<file path="src/rtl/attex_bus_pkg.sv">
// attex_bus_pkg
// Shared types and constants for the SCC68070 ATTEX bus matrix.
//   attex_state_e  : transaction state machine encoding
//   attex_region_t : one address region {base, mask}
//   REGION_*       : default CD-i memory map regions
//   DEFAULT_REGION_BASE / DEFAULT_REGION_MASK : packed five-slave default map
//   region_match() : masked address compare used by the decoder
package attex_bus_pkg;

    localparam int ATTEX_DATA_W = 16;
    localparam int ATTEX_ADDR_W = 24;

    typedef enum logic [1:0] {
        ST_IDLE,
        ST_WAIT_ACK,
        ST_DONE,
        ST_ERR
    } attex_state_e;

    typedef struct packed {
        logic [ATTEX_ADDR_W-1:0] base;
        logic [ATTEX_ADDR_W-1:0] mask;
    } attex_region_t;

    // MCD212 video RAM occupies the bottom 2 MB; the others are 64 KB / 1 MB windows.
    localparam attex_region_t REGION_MCD212 = '{base: 24'h000000, mask: 24'hE00000};
    localparam attex_region_t REGION_CDIC   = '{base: 24'h300000, mask: 24'hFF0000};
    localparam attex_region_t REGION_SLAVE  = '{base: 24'h310000, mask: 24'hFF0000};
    localparam attex_region_t REGION_MK48   = '{base: 24'h320000, mask: 24'hFF0000};
    localparam attex_region_t REGION_DVC    = '{base: 24'hD00000, mask: 24'hF00000};

    // Slave 0 sits in the lowest slice of the packed arrays.
    localparam logic [5*ATTEX_ADDR_W-1:0] DEFAULT_REGION_BASE = {
        REGION_DVC.base, REGION_MK48.base, REGION_SLAVE.base,
        REGION_CDIC.base, REGION_MCD212.base};
    localparam logic [5*ATTEX_ADDR_W-1:0] DEFAULT_REGION_MASK = {
        REGION_DVC.mask, REGION_MK48.mask, REGION_SLAVE.mask,
        REGION_CDIC.mask, REGION_MCD212.mask};

    function automatic logic region_match(input logic [ATTEX_ADDR_W-1:0] a,
                                          input logic [ATTEX_ADDR_W-1:0] base,
                                          input logic [ATTEX_ADDR_W-1:0] mask);
        return (a & mask) == (base & mask);
    endfunction

endpackage

</file>
<file path="src/rtl/attex_bus_matrix_region_decode.sv">
// attex_region_decode
// Combinational priority address decoder: the lowest-indexed matching region wins.
//   addr  in  : 24-bit byte address
//   hit   out : some region matched
//   index out : index of the winning region (0 when no hit)
module attex_region_decode
    import attex_bus_pkg::*;
#(
    parameter int                               NUM_SLAVES  = 5,
    parameter int                               IDX_W       = 3,
    parameter logic [NUM_SLAVES*ATTEX_ADDR_W-1:0] REGION_BASE = DEFAULT_REGION_BASE,
    parameter logic [NUM_SLAVES*ATTEX_ADDR_W-1:0] REGION_MASK = DEFAULT_REGION_MASK
) (
    input  logic [ATTEX_ADDR_W-1:0] addr,
    output logic                    hit,
    output logic [IDX_W-1:0]        index
);

    // Scanning from the top down lets lower indices overwrite higher ones.
    always_comb begin
        hit   = 1'b0;
        index = '0;
        for (int i = NUM_SLAVES - 1; i >= 0; i--) begin
            if (region_match(addr,
                             REGION_BASE[i*ATTEX_ADDR_W +: ATTEX_ADDR_W],
                             REGION_MASK[i*ATTEX_ADDR_W +: ATTEX_ADDR_W])) begin
                hit   = 1'b1;
                index = IDX_W'(i);
            end
        end
    end

endmodule

</file>
<file path="src/rtl/attex_bus_matrix.sv">
// attex_bus_matrix
// CPU-side bus matrix for the SCC68070 ATTEX bus: programmable regions,
// registered one-hot chip selects, per-slave level/edge acknowledge,
// unmapped-address bus error and an optional watchdog.
// Build option: define ATTEX_BUS_TIMEOUT_EN to include the watchdog timer.
// Ports:
//   clk30, reset        : clock, synchronous active-high reset
//   as, uds, lds        : CPU address / data strobes
//   write_strobe        : CPU write cycle (reads and writes are handled alike)
//   addr[23:1]          : CPU word address
//   slave_dout          : packed slave read data, slave i at [16i+15:16i]
//   slave_ack           : per-slave acknowledge
//   slave_cs            : registered one-hot chip select
//   data_in             : registered read data to the CPU
//   bus_ack, bus_err    : cycle complete / bus error to the CPU
//   busy                : a transaction is in progress
module attex_bus_matrix
    import attex_bus_pkg::*;
#(
    parameter int                                 NUM_SLAVES     = 5,
    parameter logic [NUM_SLAVES*ATTEX_ADDR_W-1:0] REGION_BASE    = DEFAULT_REGION_BASE,
    parameter logic [NUM_SLAVES*ATTEX_ADDR_W-1:0] REGION_MASK    = DEFAULT_REGION_MASK,
    parameter logic [NUM_SLAVES-1:0]              ACK_EDGE       = '0,
    parameter int                                 TIMEOUT_CYCLES = 1024
) (
    input  logic                                 clk30,
    input  logic                                 reset,
    input  logic                                 as,
    input  logic                                 uds,
    input  logic                                 lds,
    input  logic                                 write_strobe,
    input  logic [23:1]                          addr,
    input  logic [ATTEX_DATA_W*NUM_SLAVES-1:0]   slave_dout,
    input  logic [NUM_SLAVES-1:0]                slave_ack,
    output logic [NUM_SLAVES-1:0]                slave_cs,
    output logic [ATTEX_DATA_W-1:0]              data_in,
    output logic                                 bus_ack,
    output logic                                 bus_err,
    output logic                                 busy
);

    localparam int IDX_W = (NUM_SLAVES > 1) ? $clog2(NUM_SLAVES) : 1;

    attex_state_e              state_q, state_d;
    logic [IDX_W-1:0]          idx_q, idx_d;
    logic [NUM_SLAVES-1:0]     cs_q, cs_d;
    logic [ATTEX_DATA_W-1:0]   data_q, data_d;
    logic                      ack_out_q, ack_out_d;
    logic                      err_q, err_d;
    logic [NUM_SLAVES-1:0]     ack_hist_q;

    logic                      dec_hit;
    logic [IDX_W-1:0]          dec_index;
    logic                      request;
    logic                      eff_ack;
    logic                      timeout_hit;
    logic                      unused_write;

    assign unused_write = write_strobe;
    assign request      = as && (uds || lds);

    attex_region_decode #(
        .NUM_SLAVES  (NUM_SLAVES),
        .IDX_W       (IDX_W),
        .REGION_BASE (REGION_BASE),
        .REGION_MASK (REGION_MASK)
    ) u_decode (
        .addr  ({addr, 1'b0}),
        .hit   (dec_hit),
        .index (dec_index)
    );

    // Edge-mode slaves only count a low-to-high transition of their ack line.
    assign eff_ack = slave_ack[idx_q] & ~(ACK_EDGE[idx_q] & ack_hist_q[idx_q]);

`ifdef ATTEX_BUS_TIMEOUT_EN
    logic [15:0] timer_q, timer_d;
    logic        timer_clear;

    assign timeout_hit = (timer_q == 16'(TIMEOUT_CYCLES - 1));

    always_comb begin
        timer_d = timer_q;
        if (timer_clear) begin
            timer_d = '0;
        end else if (state_q == ST_WAIT_ACK && timer_q != 16'hFFFF) begin
            timer_d = timer_q + 16'd1;
        end
    end

    always_ff @(posedge clk30) begin
        if (reset) begin
            timer_q <= '0;
        end else begin
            timer_q <= timer_d;
        end
    end
`else
    localparam int unused_timeout_cycles = TIMEOUT_CYCLES;
    logic          timer_clear;
    logic          unused_timer_clear;

    assign timeout_hit        = 1'b0;
    assign unused_timer_clear = timer_clear;
`endif

    // Next-state and output logic; ack beats abort, abort beats timeout.
    always_comb begin
        state_d     = state_q;
        idx_d       = idx_q;
        cs_d        = cs_q;
        data_d      = data_q;
        ack_out_d   = ack_out_q;
        err_d       = err_q;
        timer_clear = 1'b0;
        unique case (state_q)
            ST_IDLE: begin
                if (request) begin
                    if (dec_hit) begin
                        idx_d            = dec_index;
                        cs_d             = '0;
                        cs_d[dec_index]  = 1'b1;
                        timer_clear      = 1'b1;
                        state_d          = ST_WAIT_ACK;
                    end else begin
                        err_d   = 1'b1;
                        state_d = ST_ERR;
                    end
                end
            end
            ST_WAIT_ACK: begin
                if (eff_ack) begin
                    data_d    = slave_dout[int'(idx_q)*ATTEX_DATA_W +: ATTEX_DATA_W];
                    cs_d      = '0;
                    ack_out_d = 1'b1;
                    state_d   = ST_DONE;
                end else if (!as) begin
                    cs_d    = '0;
                    state_d = ST_IDLE;
                end else if (timeout_hit) begin
                    cs_d    = '0;
                    err_d   = 1'b1;
                    state_d = ST_ERR;
                end
            end
            ST_DONE: begin
                if (!as) begin
                    ack_out_d = 1'b0;
                    state_d   = ST_IDLE;
                end
            end
            ST_ERR: begin
                if (!as) begin
                    err_d   = 1'b0;
                    state_d = ST_IDLE;
                end
            end
            default: state_d = ST_IDLE;
        endcase
    end

    always_ff @(posedge clk30) begin
        if (reset) begin
            state_q    <= ST_IDLE;
            idx_q      <= '0;
            cs_q       <= '0;
            data_q     <= '0;
            ack_out_q  <= 1'b0;
            err_q      <= 1'b0;
            ack_hist_q <= '0;
        end else begin
            state_q    <= state_d;
            idx_q      <= idx_d;
            cs_q       <= cs_d;
            data_q     <= data_d;
            ack_out_q  <= ack_out_d;
            err_q      <= err_d;
            ack_hist_q <= slave_ack;
        end
    end

    assign slave_cs = cs_q;
    assign data_in  = data_q;
    assign bus_ack  = ack_out_q;
    assign bus_err  = err_q;
    assign busy     = (state_q != ST_IDLE);

endmodule
</file>
<file path="config.mk">
export PLATFORM = sky130hd
export DESIGN_NAME = attex_bus_matrix
export DESIGN_NICKNAME = d
export VERILOG_FILES = /design/src/rtl/attex_bus_pkg.sv /design/src/rtl/attex_bus_matrix_region_decode.sv /design/src/rtl/attex_bus_matrix.sv
export SDC_FILE = /design/constraint.sdc
export NUM_CORES = 1
export LEC_CHECK = 0
export BUFFER_PORTS_ARGS = -buffer_cell sky130_fd_sc_hd__buf_2
export CAP_MARGIN = 20
export CELL_PAD_IN_SITES_DETAIL_PLACEMENT = 1
export CELL_PAD_IN_SITES_GLOBAL_PLACEMENT = 1
export CORE_MARGIN = 5
export CORE_UTILIZATION = 33
export CTS_CLUSTER_SIZE = 12
export DETAILED_ROUTE_END_ITERATION = 8
export GPL_ROUTABILITY_DRIVEN = 1
export PLACE_DENSITY = 0.95
export SYNTH_ARGS = -nofsm -noshare
export SYNTH_HDL_FRONTEND = slang
export SYNTH_HIERARCHICAL = 1
export SYNTH_SLANG_ARGS = --single-unit
</file>
<file path="constraint.sdc">
create_clock -name clk30 -period 2.7 [get_ports clk30]
set_clock_uncertainty 0.05 [all_clocks]
set_input_delay 0 -clock clk30 [delete_from_list [all_inputs] [get_ports clk30]]
set_output_delay 0 -clock clk30 [all_outputs]
set_load 0.1 [all_outputs]
</file>
==> impl_metrics.env, run 1 <==
export IMPL_endpoint_kind="flip-flop"
export IMPL_placed_cell_area_mm2=0.00272
export IMPL_io_pins=138
export IMPL_ant_nets=0
export IMPL_min_period_ns=2.18
export IMPL_avgRoutedWirePerCell_um=17.4
export IMPL_finalNetCount=422
export IMPL_max_stage_delay_ns=0.59
export IMPL_syn_area_mm2=0.00209
export IMPL_cts_tree="built"
export IMPL_rsz0062_at_grt="no"
export IMPL_crit_fanout=13
export IMPL_hpwl_um=5540
export IMPL_n_antenna_cell=0
export IMPL_seqCellArea_um2=561
export IMPL_power_switching_uw=425
export IMPL_p_comb_share_pct=34.1
export IMPL_min_path_cells=3
export IMPL_drt_iter0_drc=24
export IMPL_place_congestion=0.759
export IMPL_critPathBufInv=0
export IMPL_cts_root_buf="clkbuf_8"
export IMPL_fin_area_mm2=0.00279
export IMPL_hold_class="input pin to flip-flop"
export IMPL_rows=29
export IMPL_clk_latency_ns=0.28
export IMPL_syn_to_final_growth_pct=33.7
export IMPL_io_buffer_count=121
export IMPL_grt_usage_pct=16.7
export IMPL_r2r_start="idx_q[1]"
export IMPL_p_leak_uw=0.00122
export IMPL_drive_above_1_share_pct=57.0
export IMPL_setup_viol_count_final=0
export IMPL_fmax_mhz=458
export IMPL_via_per_inst=5.23
export IMPL_p_sw_share_pct=35.6
export IMPL_slew_headroom_pct=51.3
export IMPL_htreeDepth=1
export IMPL_rr_endpoint="slave_cs[3]"
export IMPL_crit_chain="nand4bb_1 > and3_1 > a211o_1 > mux2i_1"
export IMPL_cpMaxStageDelayCell="nand4bb_1"
export IMPL_grt_pass1_vias=2153
export IMPL_vias=2008
export IMPL_fp_dieH_um=89.5
export IMPL_post_cts_buffers=0
export IMPL_synth_fp_nets=306
export IMPL_critical_path_arrival_ns=2.30
export IMPL_hold_start="as"
export IMPL_fin_tns_setup_ns=0
export IMPL_hold_viol=0
export IMPL_grt_max_degree=32
export IMPL_initial_core_util_pct=33.4
export IMPL_multi_input_area_mm2=0.00132
export IMPL_clock_path_buffers=2
export IMPL_drtPass1Iterations=4
export IMPL_worstHoldEndpoint="state_q[0]"
export IMPL_clock_sinks=28
export IMPL_routed_wl_um=6700
export IMPL_die_width_um=89.5
export IMPL_syn_avg_cell_area_um2=10.9
export IMPL_slew_violations=0
export IMPL_cts_hold_fix_buffers=0
export IMPL_remaining_drc_errors=0
export IMPL_rr_worst_depth=4
export IMPL_reg2reg_setup_slack_ns=0.52
export IMPL_fillerInstances=762
export IMPL_clkPwrFrac_pct=28.1
export IMPL_worst_pin_slew_ns=0.724
export IMPL_coreArea_mm2=0.00624
export IMPL_clkTransAtPathRegs_ns=0.11
export IMPL_antenna_found_initial=0
export IMPL_ys_warn_count=6
export IMPL_critPathTopFamily="simple AND/OR/NAND/NOR gates"
export IMPL_grt_remaining_overflow=0
export IMPL_numCtsBuffers=3
export IMPL_outcome="finished clean"
export IMPL_post_cts_resize_count=0
export IMPL_power_internal_uw=770
export IMPL_dieArea_mm2=0.00801
export IMPL_period_share_pct=80.8
export IMPL_syn_inst=192
export IMPL_p_per_area_mw_per_mm2=429
export IMPL_crit_type="flip-flop to flip-flop"
export IMPL_critPathLaunchType="flip-flop"
export IMPL_p_seq_share_pct=37.9
export IMPL_crit_required_ns=2.82
export IMPL_grt_pass1_wl_um=10200
export IMPL_ir_worst_vdd_uv=214
export IMPL_max_cap_violations=0
## metrics by stage
step | total power [uW] | worst slack (ns) | util, % | hold WS (ns) | instances
4_1_cts | 1210 | 0.499 | 44.7 | 0.0305 | 384
2_1_floorplan | 757 | 0.918 | - | 0.113 | 192
3_3_place_gp | 862 | 0.564 | 43.5 | 0.286 | 380
3_5_place_dp | 873 | 0.506 | 43.5 | 0.328 | 380
5_1_grt | 1250 | 0.326 | 44.7 | 0.0362 | 384
6_report | 1200 | 0.519 | 44.7 | 0.0337 | 384
## worst min-delay path: stages
cell	delay (ns)
buf_2	0.14
nand3b_1	0.11
o21ai_0	0.07
## metal layers
layer	vias to the layer above	routed length, um	part of all wire (%)	GRT usage, %
li1	972	-	-	-
met1	946	2670	40	19.2
met2	80	3370	50	31.5
met3	10	543	8.1	3.41
met4	0	106	1.6	3.92
met5	-	0	0	0
## registers in the layout (all words and copies together) (netlist names)
name      cells
data_in      16
slave_cs      5
idx_q         3
state_q       2
bus_ack       1
bus_err       1
## worst max-delay path by stage
stage                  start          end  slack [ns]  cells past startpoint
floorplan           idx_q[0]  data_in[10]        0.92                      6
global placement    idx_q[1]  slave_cs[3]        0.56                      4
detailed placement  idx_q[1]  slave_cs[3]        0.51                      4
CTS                 idx_q[1]  slave_cs[3]        0.50                      4
global route        idx_q[1]  slave_cs[4]        0.33                      4
finish              idx_q[1]  slave_cs[3]        0.52                      4
## layout make-up
cell class	count	area share, %
Inverter	21	2.83
Clock buffer	3	1.48
Timing Repair Buffer	129	23.9
Sequential cell	28	20.1
Multi-Input combinational cell	125	47.2
Clock inverter	1	1.08
Tap cell	77	3.46
## layout by cell type (no fill, tap or decap), types with 2 or more instances in the layout
cell	n
a211o_1	2
a211oi_1	16
a211oi_2	18
a21oi_1	3
a22o_1	16
and3_1	2
buf_2	121
buf_4	8
clkbuf_8	3
dfxtp_1	28
inv_1	21
mux2i_1	8
mux4_2	16
nand2_1	2
nand2b_1	5
nand3b_1	3
nand4b_1	2
nor2_1	7
nor3_1	2
o21ai_0	4
or3_1	2
## power by group through the flow
stage	Clock [uW]	Sequential [uW]	Combinational, uW
floorplan	0	598	159
global route	357	456	432
detailed placement	0	462	411
global placement	0	461	401
finish	335	453	407
CTS	347	453	412
No activity file was read; power rests on OpenSTA's default activity.
==> inputs of run 2 (changes only) <==
--- a/config.mk
+++ b/config.mk
@@ -10,11 +10,11 @@
 export CELL_PAD_IN_SITES_DETAIL_PLACEMENT = 1
 export CELL_PAD_IN_SITES_GLOBAL_PLACEMENT = 1
 export CORE_MARGIN = 5
-export CORE_UTILIZATION = 33
+export CORE_UTILIZATION = 27
 export CTS_CLUSTER_SIZE = 12
 export DETAILED_ROUTE_END_ITERATION = 8
 export GPL_ROUTABILITY_DRIVEN = 1
-export PLACE_DENSITY = 0.95
+export PLACE_DENSITY = 0.84
 export SYNTH_ARGS = -nofsm -noshare
 export SYNTH_HDL_FRONTEND = slang
 export SYNTH_HIERARCHICAL = 1
==> constraint.sdc (replaced) <==
create_clock -name clk30 -period 1.9 [get_ports clk30]
set_clock_uncertainty 0.05 [all_clocks]
set_input_delay 0 -clock clk30 [delete_from_list [all_inputs] [get_ports clk30]]
set_output_delay 0 -clock clk30 [all_outputs]
set_load 0.1 [all_outputs]
==> run 2 against run 1 <==
First-iteration DRC count increased to 2.9 times the previous value. Clock-buffer cell count unchanged. Fmax increased by 23%. Worst setup slack got worse by 0.39 ns. Hold slack improved by 0.025 ns. Die area increased by 20%. Critical path depth increased by 1. Core utilization decreased by 6.3 points. Clock power increased by 45%. Routed wire length increased by 9.8%. Global-route usage decreased by 1.4 points. Critical endpoint is now data_in[3]. Largest cell class unchanged. Largest power group unchanged. Highest routed layer is now met5.
==> impl_metrics.env, run 2 (synthesized netlist as in run 1, its figures left out) <==
export IMPL_outcome="finished clean"
export IMPL_rr_worst_depth=5
export IMPL_max_stage_delay_ns=0.51
export IMPL_final_common_cell="buf_2"
export IMPL_min_period_ns=1.77
export IMPL_hold_class="input pin to flip-flop"
export IMPL_grt_usage_pct=15.3
export IMPL_r2r_start="idx_q[0]"
export IMPL_max_cap_violations=0
export IMPL_io_pins=138
export IMPL_dieArea_mm2=0.00958
export IMPL_cts_root_buf="clkbuf_8"
export IMPL_fp_dieH_um=97.9
export IMPL_hpwl_um=5950
export IMPL_final_cell_mix="buf_2, dfxtp_1, inv_1"
export IMPL_coreArea_mm2=0.00761
export IMPL_fmax_mhz=565
export IMPL_hold_start="addr[22]"
export IMPL_drtPass1Iterations=4
export IMPL_rows=32
export IMPL_syn_to_final_growth_pct=39.8
export IMPL_seqCellArea_um2=563
export IMPL_crit_required_ns=1.99
export IMPL_crit_type="flip-flop to flip-flop"
export IMPL_p_leak_uw=0.00127
export IMPL_setup_viol_count_final=0
export IMPL_cpMaxStageDelayCell="mux4_2"
export IMPL_fillerInstances=912
export IMPL_worst_pin_slew_ns=0.656
export IMPL_via_per_inst=4.99
export IMPL_min_path_cells=4
export IMPL_drive_above_1_share_pct=58.5
export IMPL_multi_input_area_mm2=0.00132
export IMPL_rr_endpoint="data_in[3]"
export IMPL_n_antenna_cell=0
export IMPL_clk_latency_ns=0.28
export IMPL_vias=2085
export IMPL_fin_area_mm2=0.00292
export IMPL_largest_register_ffs=16
export IMPL_htreeDepth=1
export IMPL_critical_path_arrival_ns=1.86
export IMPL_remaining_drc_errors=0
export IMPL_worstHoldEndpoint="slave_cs[2]"
export IMPL_slew_violations=0
export IMPL_numCtsBuffers=3
export IMPL_place_congestion=0.847
export IMPL_grt_pass1_vias=2327
export IMPL_clkTransAtPathRegs_ns=0.11
export IMPL_critPathTopFamily="multiplexers"
export IMPL_reg2reg_setup_slack_ns=0.13
export IMPL_grt_remaining_overflow=0
export IMPL_crit_chain="buf_4 > mux4_2 > a22o_1 > a211oi_1 > a211oi_1"
export IMPL_critPathBufInv=1
export IMPL_slew_headroom_pct=56.3
export IMPL_fin_tns_setup_ns=0
export IMPL_period_share_pct=93.2
export IMPL_rsz0062_at_grt="no"
export IMPL_clock_sinks=28
export IMPL_grt_pass1_wl_um=12000
export IMPL_grt_max_degree=32
export IMPL_initial_core_util_pct=27.4
export IMPL_cts_tree="built"
export IMPL_crit_top_cell="a211oi_1"
export IMPL_avgRoutedWirePerCell_um=17.6
export IMPL_critPathLaunchType="flip-flop"
export IMPL_clock_path_buffers=2
export IMPL_routed_wl_um=7350
export IMPL_placed_cell_area_mm2=0.00282
export IMPL_finalNetCount=431
export IMPL_io_buffer_count=121
export IMPL_p_per_area_mw_per_mm2=592
export IMPL_hold_viol=0
export IMPL_ant_nets=0
export IMPL_die_width_um=97.9
export IMPL_drt_iter0_drc=70
export IMPL_ir_worst_vdd_uv=271
export IMPL_crit_fanout=6
export IMPL_antenna_found_initial=1
export IMPL_endpoint_kind="flip-flop"
[run 2: changes by cell type in the layout (fill, tap and decap cells not counted)]
cell           change
buf_4              +6
dlygate4sd3_1      +1
dfxtp_2            +2
dfxtp_1            -2
buf_12             +2
[run 2: metrics by stage]
step / hold slack [ns] / instances / power (uW) / utilization, % / worst slack [ns]
final: 0.0584 / 418 / 1730 / 38.3 / 0.129
after global placement: 0.288 / 411 / 1240 / 37.0 / 0.0719
after detailed placement: 0.297 / 411 / 1260 / 37.0 / 0.00660
after CTS: 0.0563 / 416 / 1750 / 38.1 / 0.00727
after floorplan: 0.113 / 192 / 1080 / - / 0.118
after global routing: 0.0817 / 418 / 1810 / 38.3 / 0.0259
[run 2: worst max path at each step]
stage | startpoint | to | slack [ns] | cells after the start
detailed placement | idx_q[0] | data_in[3] | 0.007 | 5
global placement | idx_q[0] | data_in[3] | 0.07 | 5
floorplan | idx_q[0] | data_in[10] | 0.12 | 6
finish | idx_q[0] | data_in[3] | 0.13 | 5
CTS | idx_q[0] | data_in[3] | 0.007 | 5
global route | idx_q[0] | data_in[2] | 0.03 | 5
[run 2: worst min-delay path, cell delays in order]
cell and delay [ns]:
buf_2 0.13, nor4_2 0.08, nand3b_1 0.08, mux2i_1 0.06
[run 2: timing repair]
action                                  CTS  global route
hold endpoints to repair                  1             0
buffers inserted                          0             2
endpoints found under the setup margin    0            18
hold buffers                              1             0
resized for setup                         0             2
[run 2: layout make-up]
class	count	share of cell area, %
clock buffer	3	1.42
clock inverter	1	1.03
inverter	21	2.70
multi-input combinational	125	45.1
sequential	28	19.3
tap	102	4.38
timing repair buffer	138	26.1
[run 2: routing by layer]
metal | track usage (%) | wire (um) | vias to the layer above
met5 | 0 | 20 | -
met4 | 4.05 | 107 | 2
met3 | 3.57 | 437 | 10
met2 | 27.2 | 3710 | 81
met1 | 18.6 | 3080 | 1002
li1 | - | - | 990
[run 2: report_power, final]
part	total, uW	internal (uW)	switching, uW
Clock	486	283	204
Sequential	644	619	24.5
Combinational	597	203	394
Total	1730	1100	622
